===== src/rtl/hpm_pkg.sv =====
// Shared definitions for the HPM tracer / window-detector pair.
// Counter geometry, detector state encoding and bound-select codes.
package hpm_pkg;

  localparam int HPM_NUM_CNT = 3;
  localparam int HPM_CNT_W   = 32;

  localparam logic CFG_LO = 1'b0;
  localparam logic CFG_HI = 1'b1;

  typedef enum logic [1:0] {
    IDLE   = 2'd0,
    CHECK  = 2'd1,
    REPORT = 2'd2
  } det_state_e;

endpackage : hpm_pkg


===== src/rtl/hpm_bound_regs.sv =====
// Per-counter lo/hi bound register file with one write port and one indexed read port.
// Reads are combinational, so a compare at a write edge sees the old bound.
module hpm_bound_regs
  import hpm_pkg::*;
#(
  parameter int NUM_CNT = HPM_NUM_CNT,
  parameter int CNT_W   = HPM_CNT_W,
  parameter int IDX_W   = (NUM_CNT > 1) ? $clog2(NUM_CNT) : 1
) (
  input  logic             clk_h,
  input  logic             rst_h,
  input  logic             cfg_we,
  input  logic [IDX_W-1:0] cfg_idx,
  input  logic             cfg_sel,
  input  logic [CNT_W-1:0] cfg_data,
  input  logic [IDX_W-1:0] rd_idx,
  output logic [CNT_W-1:0] rd_lo,
  output logic [CNT_W-1:0] rd_hi
);

  logic [CNT_W-1:0] lo_r [NUM_CNT];
  logic [CNT_W-1:0] hi_r [NUM_CNT];
  logic [CNT_W-1:0] rd_lo_s;
  logic [CNT_W-1:0] rd_hi_s;

  // Bound storage; out-of-range indices match no entry and are dropped.
  always_ff @(posedge clk_h) begin
    if (rst_h) begin
      for (int i = 0; i < NUM_CNT; i++) begin
        lo_r[i] <= '0;
        hi_r[i] <= '1;
      end
    end else if (cfg_we) begin
      for (int i = 0; i < NUM_CNT; i++) begin
        if (cfg_idx == IDX_W'(i)) begin
          if (cfg_sel == CFG_HI) begin
            hi_r[i] <= cfg_data;
          end else begin
            lo_r[i] <= cfg_data;
          end
        end
      end
    end
  end

  // Indexed read mux.
  always_comb begin
    rd_lo_s = '0;
    rd_hi_s = '0;
    for (int i = 0; i < NUM_CNT; i++) begin
      rd_lo_s = (rd_idx == IDX_W'(i)) ? lo_r[i] : rd_lo_s;
      rd_hi_s = (rd_idx == IDX_W'(i)) ? hi_r[i] : rd_hi_s;
    end
  end

  assign rd_lo = rd_lo_s;
  assign rd_hi = rd_hi_s;

endmodule : hpm_bound_regs


===== src/rtl/hpm_window_detector.sv =====
// Checks an HPM counter snapshot against per-counter bounds, one counter per cycle,
// pulses EndDetect back to the tracer and raises a sticky alarm on repeated anomalies.
module hpm_window_detector
  import hpm_pkg::*;
#(
  parameter int NUM_CNT     = HPM_NUM_CNT,
  parameter int CNT_W       = HPM_CNT_W,
  parameter int ALARM_LIMIT = 2,
  parameter int IDX_W       = (NUM_CNT > 1) ? $clog2(NUM_CNT) : 1
) (
  input  logic                            clk_h,
  input  logic                            rst_h,
  input  logic                            EnableDetect,
  input  logic [NUM_CNT-1:0][CNT_W-1:0]   HPMout,
  input  logic                            cfg_we,
  input  logic [IDX_W-1:0]                cfg_idx,
  input  logic                            cfg_sel,
  input  logic [CNT_W-1:0]                cfg_data,
  input  logic                            clear_attack,
  output logic                            EndDetect,
  output logic [NUM_CNT-1:0]              anomaly_mask,
  output logic                            attack,
  output logic                            busy
);

  localparam int CONS_W = $clog2(ALARM_LIMIT + 1);

  det_state_e                    state_r;
  det_state_e                    state_s;
  logic [NUM_CNT-1:0][CNT_W-1:0] snap_r;
  logic [IDX_W-1:0]              idx_r;
  logic [NUM_CNT-1:0]            mask_r;
  logic [NUM_CNT-1:0]            anomaly_mask_r;
  logic [CONS_W-1:0]             consec_r;
  logic [CONS_W-1:0]             consec_inc_s;
  logic [CONS_W-1:0]             consec_next_s;
  logic                          attack_r;
  logic                          attack_next_s;
  logic                          end_detect_r;
  logic                          busy_r;
  logic [CNT_W-1:0]              snap_sel_s;
  logic [CNT_W-1:0]              lo_s;
  logic [CNT_W-1:0]              hi_s;
  logic                          flag_s;

  hpm_bound_regs #(
    .NUM_CNT (NUM_CNT),
    .CNT_W   (CNT_W),
    .IDX_W   (IDX_W)
  ) u_bounds (
    .clk_h    (clk_h),
    .rst_h    (rst_h),
    .cfg_we   (cfg_we),
    .cfg_idx  (cfg_idx),
    .cfg_sel  (cfg_sel),
    .cfg_data (cfg_data),
    .rd_idx   (idx_r),
    .rd_lo    (lo_s),
    .rd_hi    (hi_s)
  );

  // Select the snapshot entry under test and compare it against its bounds.
  always_comb begin
    snap_sel_s = '0;
    for (int i = 0; i < NUM_CNT; i++) begin
      snap_sel_s = (idx_r == IDX_W'(i)) ? snap_r[i] : snap_sel_s;
    end
    flag_s = (snap_sel_s < lo_s) || (snap_sel_s > hi_s);
  end

  // Next-state logic for the IDLE -> CHECK -> REPORT walk.
  always_comb begin
    state_s = state_r;
    case (state_r)
      IDLE: begin
        if (EnableDetect) begin
          state_s = CHECK;
        end else begin
          state_s = IDLE;
        end
      end
      CHECK: begin
        if (idx_r == IDX_W'(NUM_CNT - 1)) begin
          state_s = REPORT;
        end else begin
          state_s = CHECK;
        end
      end
      REPORT:  state_s = IDLE;
      default: state_s = IDLE;
    endcase
  end

  // Consecutive-window counter and alarm update; clear_attack overrides the report.
  always_comb begin
    consec_inc_s  = (consec_r == CONS_W'(ALARM_LIMIT)) ? consec_r : consec_r + CONS_W'(1);
    consec_next_s = consec_r;
    attack_next_s = attack_r;
    if (clear_attack) begin
      consec_next_s = '0;
      attack_next_s = 1'b0;
    end else if (state_r == REPORT) begin
      if (mask_r != '0) begin
        consec_next_s = consec_inc_s;
        attack_next_s = attack_r | (consec_inc_s == CONS_W'(ALARM_LIMIT));
      end else begin
        consec_next_s = '0;
        attack_next_s = attack_r;
      end
    end else begin
      consec_next_s = consec_r;
      attack_next_s = attack_r;
    end
  end

  // State, datapath and output registers.
  always_ff @(posedge clk_h) begin
    if (rst_h) begin
      state_r        <= IDLE;
      snap_r         <= '0;
      idx_r          <= '0;
      mask_r         <= '0;
      anomaly_mask_r <= '0;
      consec_r       <= '0;
      attack_r       <= 1'b0;
      end_detect_r   <= 1'b0;
      busy_r         <= 1'b0;
    end else begin
      state_r      <= state_s;
      end_detect_r <= (state_s == REPORT);
      busy_r       <= (state_s != IDLE);
      consec_r     <= consec_next_s;
      attack_r     <= attack_next_s;
      case (state_r)
        IDLE: begin
          if (EnableDetect) begin
            snap_r <= HPMout;
            mask_r <= '0;
            idx_r  <= '0;
          end
        end
        CHECK: begin
          for (int i = 0; i < NUM_CNT; i++) begin
            if (idx_r == IDX_W'(i)) begin
              mask_r[i] <= flag_s;
            end
          end
          idx_r <= idx_r + IDX_W'(1);
        end
        REPORT: begin
          anomaly_mask_r <= mask_r;
        end
        default: begin
          idx_r <= '0;
        end
      endcase
    end
  end

  assign EndDetect    = end_detect_r;
  assign anomaly_mask = anomaly_mask_r;
  assign attack       = attack_r;
  assign busy         = busy_r;

endmodule : hpm_window_detector


===== config.mk =====
export PLATFORM = sky130hd
export DESIGN_NAME = hpm_window_detector
export DESIGN_NICKNAME = d
export VERILOG_FILES = /design/src/rtl/hpm_pkg.sv /design/src/rtl/hpm_bound_regs.sv /design/src/rtl/hpm_window_detector.sv
export SDC_FILE = /design/constraint.sdc
export NUM_CORES = 1
export LEC_CHECK = 0
export ABC_AREA = 1
export CAP_MARGIN = 10
export CORE_MARGIN = 4
export CORE_UTILIZATION = 55
export DETAILED_ROUTE_END_ITERATION = 16
export GPL_TIMING_DRIVEN = 0
export HOLD_SLACK_MARGIN = 0.06
export PLACE_DENSITY = 0.75
export SKIP_LAST_GASP = 1
export SLEW_MARGIN = 20
export SYNTH_ARGS = -nofsm -noshare
export SYNTH_HDL_FRONTEND = slang
export SYNTH_SLANG_ARGS = --single-unit

===== constraint.sdc =====
create_clock -name clk_h -period 4.1 [get_ports clk_h]
set_clock_uncertainty 0.2 [all_clocks]
set_input_delay 0.615 -clock clk_h [delete_from_list [all_inputs] [get_ports clk_h]]
set_output_delay 0.615 -clock clk_h [all_outputs]
set_load 0.02 [all_outputs]

==> Word-level counts from Yosys, hierarchy flattened <==
Memories as Yosys holds them, arrays and structs flattened.
Index checks and enable logic that the tools add are counted.
W data, S select, Z words.
{ "word_totals": {"register_bits": 111, "mem_bits_rw": 192, "elab_cells": 109, "n_memories": 2} }
{ "mem_list": {"columns": ["memory", "depth", "width", "rd", "rd_clocked_by_memory_dff", "write_ports", "line", "text"], "rows": [
  ["u_bounds.hi_r", 3, 32, 3, 0, 3, "hpm_bound_regs.sv:22", "logic [CNT_W-1:0] hi_r [NUM_CNT];"],
  ["u_bounds.lo_r", 3, 32, 3, 0, 3, "hpm_bound_regs.sv:21", "logic [CNT_W-1:0] lo_r [NUM_CNT];"]
]} }
{ "op_classes": {"addsub": 2, "magnitude_cmp": 2, "eq_ne": 13, "n_mux": 55, "n_bitwise": 8, "reduce_logical": 14} }
{ "op_table": {"columns": ["op", "n"], "rows": [
  ["$mux W32", 15],
  ["$gt A32 B32 Y1", 1],
  ["$lt A32 B32 Y1", 1],
  ["$mux W1", 32],
  ["$eq A2 B2 Y1 const B", 6],
  ["$reduce_and A3 Y1", 3],
  ["$mux W2", 4],
  ["$ne A2 B2 Y1 const B", 4],
  ["$or A1 B1 Y1", 7],
  ["$eq A2 B1 Y1 const B", 3],
  ["$logic_not A2 Y1", 3],
  ["$pmux W2 S3", 1],
  ["$pmux W3 S2", 1],
  ["$reduce_and A2 Y1", 3],
  ["$add A2 B1 Y2 const B", 2],
  ["$pmux W2 S2", 1],
  ["$reduce_bool A2 Y1", 2],
  ["$mux W3", 1],
  ["$reduce_bool A3 Y1", 1],
  ["$reduce_or A2 Y1", 1],
  ["$logic_or A1 B1 Y1", 1],
  ["$not A1 Y1", 1]
]} }

==> Longest topological paths before layout <==
Gate-level depths: netlist of run 1.
{ "depth": {"word_depth": 8, "ltp_mapped": 23, "depth_no_buf": 21} }

==> Modules after synthesis <==
From an unflattened synthesis of run 1, not the netlist that was laid out.
{ "hier_totals": {"hier_cells": 1469, "hier_area_um2": 13908.3} }
{ "modules_own_cells": {"columns": ["mod", "instances", "cells_each", "area_each_um2", "seq_area_each_um2"], "rows": [
  ["hpm_bound_regs", 1, 614, 7841.3, 5765.5],
  ["hpm_window_detector", 1, 855, 6067.1, 2222.1]
]} }

==> Worst setup path after synthesis of run 1 <==
OpenSTA, ideal clock, no wires.
{ "synth_path": {"kind": "register to register", "start": "register idx_r[0]", "end": "register mask_r[0]", "setup_time_ns": 0.123, "arrival_time_ns": 2.774, "required_ns": 3.777, "path_slack_ns": 1.003, "stages_incl_launch_ff": 19, "n_path_buf": 4, "period_less_slack_ns": 3.097, "cell_sequence": "dfxtp_1 inv_1 ha_1 buf_6 inv_4 buf_2 buf_1 buf_1 a21oi_1 ha_1 nand2_1 nor2_1 nand4_1 nor4_1 nand3_1 nand2_1 nand2_1 nand2_2 a21oi_2"} }
{ "synth_via": {"elab_chain_len": 8} }
{ "synth_lines": {"columns": ["item", "line", "text"], "rows": [
  ["from (decl)", "hpm_window_detector.sv:31", "logic [IDX_W-1:0] idx_r;"],
  ["from (signal assigned)", "hpm_window_detector.sv:148", "idx_r <= idx_r + IDX_W'(1);"],
  ["$logic_not A2 Y1", null, null],
  ["$mux W32, on equally long branches (3 in series)", "hpm_window_detector.sv:66, hpm_bound_regs.sv:51, hpm_bound_regs.sv:52", null],
  ["$lt A32 B32 Y1 / $gt A32 B32 Y1 (equally long branches)", "hpm_window_detector.sv:68", "flag_s = (snap_sel_s < lo_s) || (snap_sel_s > hi_s);"],
  ["$logic_or A1 B1 Y1", "hpm_window_detector.sv:68", null],
  ["$mux W1", "hpm_window_detector.sv:144", "if (idx_r == IDX_W'(i)) begin"],
  ["$pmux W3 S2", "hpm_window_detector.sv:134", "case (state_r)"],
  ["to (signal, indexed assignment)", "hpm_window_detector.sv:145", "mask_r[i] <= flag_s;"],
  ["to (decl)", "hpm_window_detector.sv:32", "logic [NUM_CNT-1:0] mask_r;"]
]} }
Several ways; a longest one is shown, not always the timed one. The select of a mux whose other input is x is not followed.
A chain may end at the register's enable or synchronous reset.

==> Worst setup path in the final report of run 1 <==
{ "layout_path": {"start": "register idx_r[1]", "end": "register mask_r[0]"} }
The elaborated chain is that of the path after synthesis.

==> results.json, run 1 <==
{
  "status": "complete, no violations",
  "cts_buffer_depth": 3,
  "peakVddDrop_v": 0.000346,
  "required_ns": 4.34,
  "hold_depth": 2,
  "drc_errors": 0,
  "cp_slowest_stage_delay_ns": 0.38,
  "grt_overflow_total": 0,
  "hold-worst-slack_ns": 0.242,
  "critical_path_arrival_ns": 4.23,
  "vias": 10584,
  "grt_setup_unrepaired": "false",
  "netlist_instances": 1338,
  "hold_class": "in -> reg",
  "grt_usage": 0.274,
  "crit_slowest_cell": "o21ai_1",
  "place_area_um2": 15200,
  "ant_nets": 0,
  "dp_cells": 1803,
  "cts_sinks": 303,
  "die_x_um": 163,
  "post-route-cell-area_um2": 16300,
  "rr_startpoint": "idx_r[1]",
  "worst-slew-pin-transition_ns": 0.783,
  "wl_um": 37200,
  "power_w": 0.00771,
  "first_iter_violations": 947,
  "ys_ff_latch": 303,
  "crit_path_cell_trace": "inv_1 -> ha_1 -> buf_2 -> nor2_2 -> clkbuf_4 -> buf_2 -> a22oi_1 -> o21ai_1 -> ha_1 -> a21oi_1 -> o21ai_1 -> nor3b_1 -> o21ai_1 -> nand2_1 -> nand2_1 -> nand2_1 -> nand2_1 -> nand2_1 -> nand2_2 -> a21oi_2",
  "synth_area_per_cell_um2": 9.89,
  "gp_congestion": 0.889,
  "cts_tree": "done",
  "cts-buffers-inserted": 31,
  "finalHoldViolCount": 0,
  "hold_end": "state_r[0]",
  "setup_viol": 0,
  "ys_seq_area_frac": 0.604,
  "die-area_um2": 26600,
  "clk_latency_ns": 0.56,
  "grt_start_max_net_pins": 26,
  "cts-root-buf": "clkbuf_16",
  "hold_start": "rst_h",
  "synthToLayoutAreaGrowth_pct": 22.9,
  "core-area_um2": 23500,
  "place.port_buffers": 140,
  "grt_first_pass_wirelength_um": 56000,
  "critical_path_class": "reg -> reg",
  "diodes": 0,
  "htreeDepth": 1,
  "rows": 56,
  "path_clk_slew_ns": 0.07,
  "fin_cells": 1859,
  "firstDrtPassIters": 5,
  "routedWlPerCell_um": 20.0,
  "crit_path_start_kind": "flop",
  "layout_worst_path_cycle_share": 0.974,
  "fillers": 1787,
  "slew_viol_final": 0,
  "crit_path_end_kind": "flop",
  "nNetsFinal": 1719,
  "hpwl_um": 27100,
  "maxCapViolations": 0,
  "p_per_area_nw_per_um2": 474,
  "final_util": 0.691,
  "first_global_vias": 10348,
  "fp.dieH_um": 163,
  "antenna_found_initial": 0,
  "r2r_cells": 20,
  "fmax_ghz": 0.250,
  "io_pins": 142,
  "critical_path.max_fanout": 10,
  "timing.slew.headroom": 0.475,
  "ys_types": 30,
  "period_minus_slack_ns": 3.99,
  "viasPerCell": 5.69,
  "p_leak_nw": 6.52,
  "start_util": 0.562,
  "drive_gt1_frac": 0.0727,
  "synth.cell_area_um2": 13200,
  "ff2ff_setup_slack_ns": 0.11,
  "yosys_warnings": 0,
  "cp_common_cell": "nand2_1",
  "reg2reg_to": "mask_r[0]",
  "syn_nets": 1541
}
==> registers in the layout, indices dropped and copies added (netlist names) <==
register,cells
state_r,2
EndDetect,1
u_bounds.lo_r,96
u_bounds.hi_r,96
busy,1
snap_r,96
idx_r,2
mask_r,3
consec_r,2
attack,1
anomaly_mask,3
==> cell usage in the layout (no fill, tap or decap), types with 12 or more instances in the layout <==
cell type / Yosys / final
a21oi_1: 60 / 58
o21ai_0: 109 / 109
inv_1: 49 / 49
clkbuf_16: 0 / 31
clkbuf_2: 0 / 12
clkdlybuf4s50_1: 0 / 140
clkbuf_1: 58 / 51
a22oi_1: 94 / 94
edfxtp_1: 192 / 192
buf_2: 8 / 13
ha_1: 67 / 67
o21ai_1: 79 / 74
dfxtp_1: 111 / 111
nand2_1: 179 / 173
nor2_1: 273 / 272
==> cell usage after synthesis (all sizes together) <==
library cell | n | share of area
and3 | 1 | 0.00047
nor3b | 1 | 0.00057
o211ai | 3 | 0.0017
ha | 67 | 0.063
dfxtp | 111 | 0.17
nor3 | 3 | 0.0011
nand2 | 181 | 0.052
nand3 | 6 | 0.0023
nand4 | 4 | 0.0019
a31oi | 2 | 0.00095
a21oi | 63 | 0.025
or2 | 2 | 0.00095
a211oi | 2 | 0.0011
edfxtp | 192 | 0.44
nor4 | 2 | 0.00095
a221oi | 1 | 0.00066
clkbuf | 58 | 0.016
buf | 23 | 0.0078
nor2 | 274 | 0.078
o21ai | 188 | 0.071
a22oi | 94 | 0.053
inv | 60 | 0.017
==> per-layer routing <==
layer,vias to the layer above,share of wire,GRT usage
met3,78,0.089,0.0530
met2,504,0.47,0.457
met4,0,0.029,0.0938
met1,4973,0.41,0.360
met5,-,0,0
li1,5029,-,-
==> critical path, delay by kind of cell, from the launching register on <==
kind,cells,cell delay [ns]
fa+ha+maj,2,0.51
flops,1,0.36
simple gates,8,0.91
buf+inv,4,0.91
compound gates,6,1.00
==> layout make-up <==
cell class | count | area, um^2 | area share
Inverter | 60 | 228 | 0.0140
Tap cell | 319 | 399 | 0.0245
Timing Repair Buffer | 146 | 1560 | 0.0958
Sequential cell | 303 | 7990 | 0.491
Clock buffer | 33 | 783 | 0.0482
Clock inverter | 24 | 216 | 0.0133
Buffer | 80 | 343 | 0.0211
Multi-Input combinational cell | 894 | 4750 | 0.292
==> how the worst max path moves through the flow <==
stage                   from  slack [ns]         to
floorplan           idx_r[0]        1.00  mask_r[0]
global placement    idx_r[0]       -0.29  mask_r[2]
detailed placement  idx_r[0]       -0.30  mask_r[0]
CTS                 idx_r[1]       0.005  mask_r[0]
global route        idx_r[1]       0.001  mask_r[0]
finish              idx_r[1]        0.11  mask_r[0]
==> report_power, final <==
part | total, W | internal (W) | switching [W]
clock | 0.00277 | 0.00162 | 0.00115
sequential | 0.00357 | 0.00348 | 0.0000911
combinational | 0.00137 | 0.000522 | 0.000845
==> kinds of logic after synthesis <==
group,synth area share
AOI/OAI and AO/OA,0.154
adders and majority gates,0.0634
buffers and inverters,0.0415
DFF,0.604
and+or+nand+nor,0.138
==> metrics by stage <==
step,setup TNS (ns),setup slack (ns)
final,0,0.107
after global routing,0,0.00103
after CTS,0,0.00468
after detailed placement,-0.896,-0.303
after global placement,-0.864,-0.289
after floorplan,0,1.00
==> timing repair <==
action	4_1_cts	5_1_grt
hold buffers	0	0
cloned	0	0
resized for setup	7	30
pin swaps	0	0
setup buffers	0	0
endpoints found under the setup margin	3	3
Power figures use the tool's default switching activity.
==> inputs of run 2 (changes only) <==
==> constraint.sdc (replaced) <==
create_clock -name clk_h -period 4.1 [get_ports clk_h]
set_clock_uncertainty 0.2 [all_clocks]
set_input_delay 0.615 -clock clk_h [delete_from_list [all_inputs] [get_ports clk_h]]
set_output_delay 0.615 -clock clk_h [all_outputs]
set_load 0.05 [all_outputs]
==> results of run 2 <==
Same layout as run 1 (identical final DEF). Status: complete, no violations.
==> inputs of run 3 (changes only) <==
--- a/config.mk
+++ b/config.mk
@@ -9,6 +9,7 @@
 export CAP_MARGIN = 10
 export CORE_MARGIN = 4
 export CORE_UTILIZATION = 55
+export CTS_CLUSTER_DIAMETER = 80
 export DETAILED_ROUTE_END_ITERATION = 16
 export GPL_TIMING_DRIVEN = 0
 export HOLD_SLACK_MARGIN = 0.06
==> results of run 3 <==
Same layout as run 1 (identical final DEF). Status: complete, no violations.
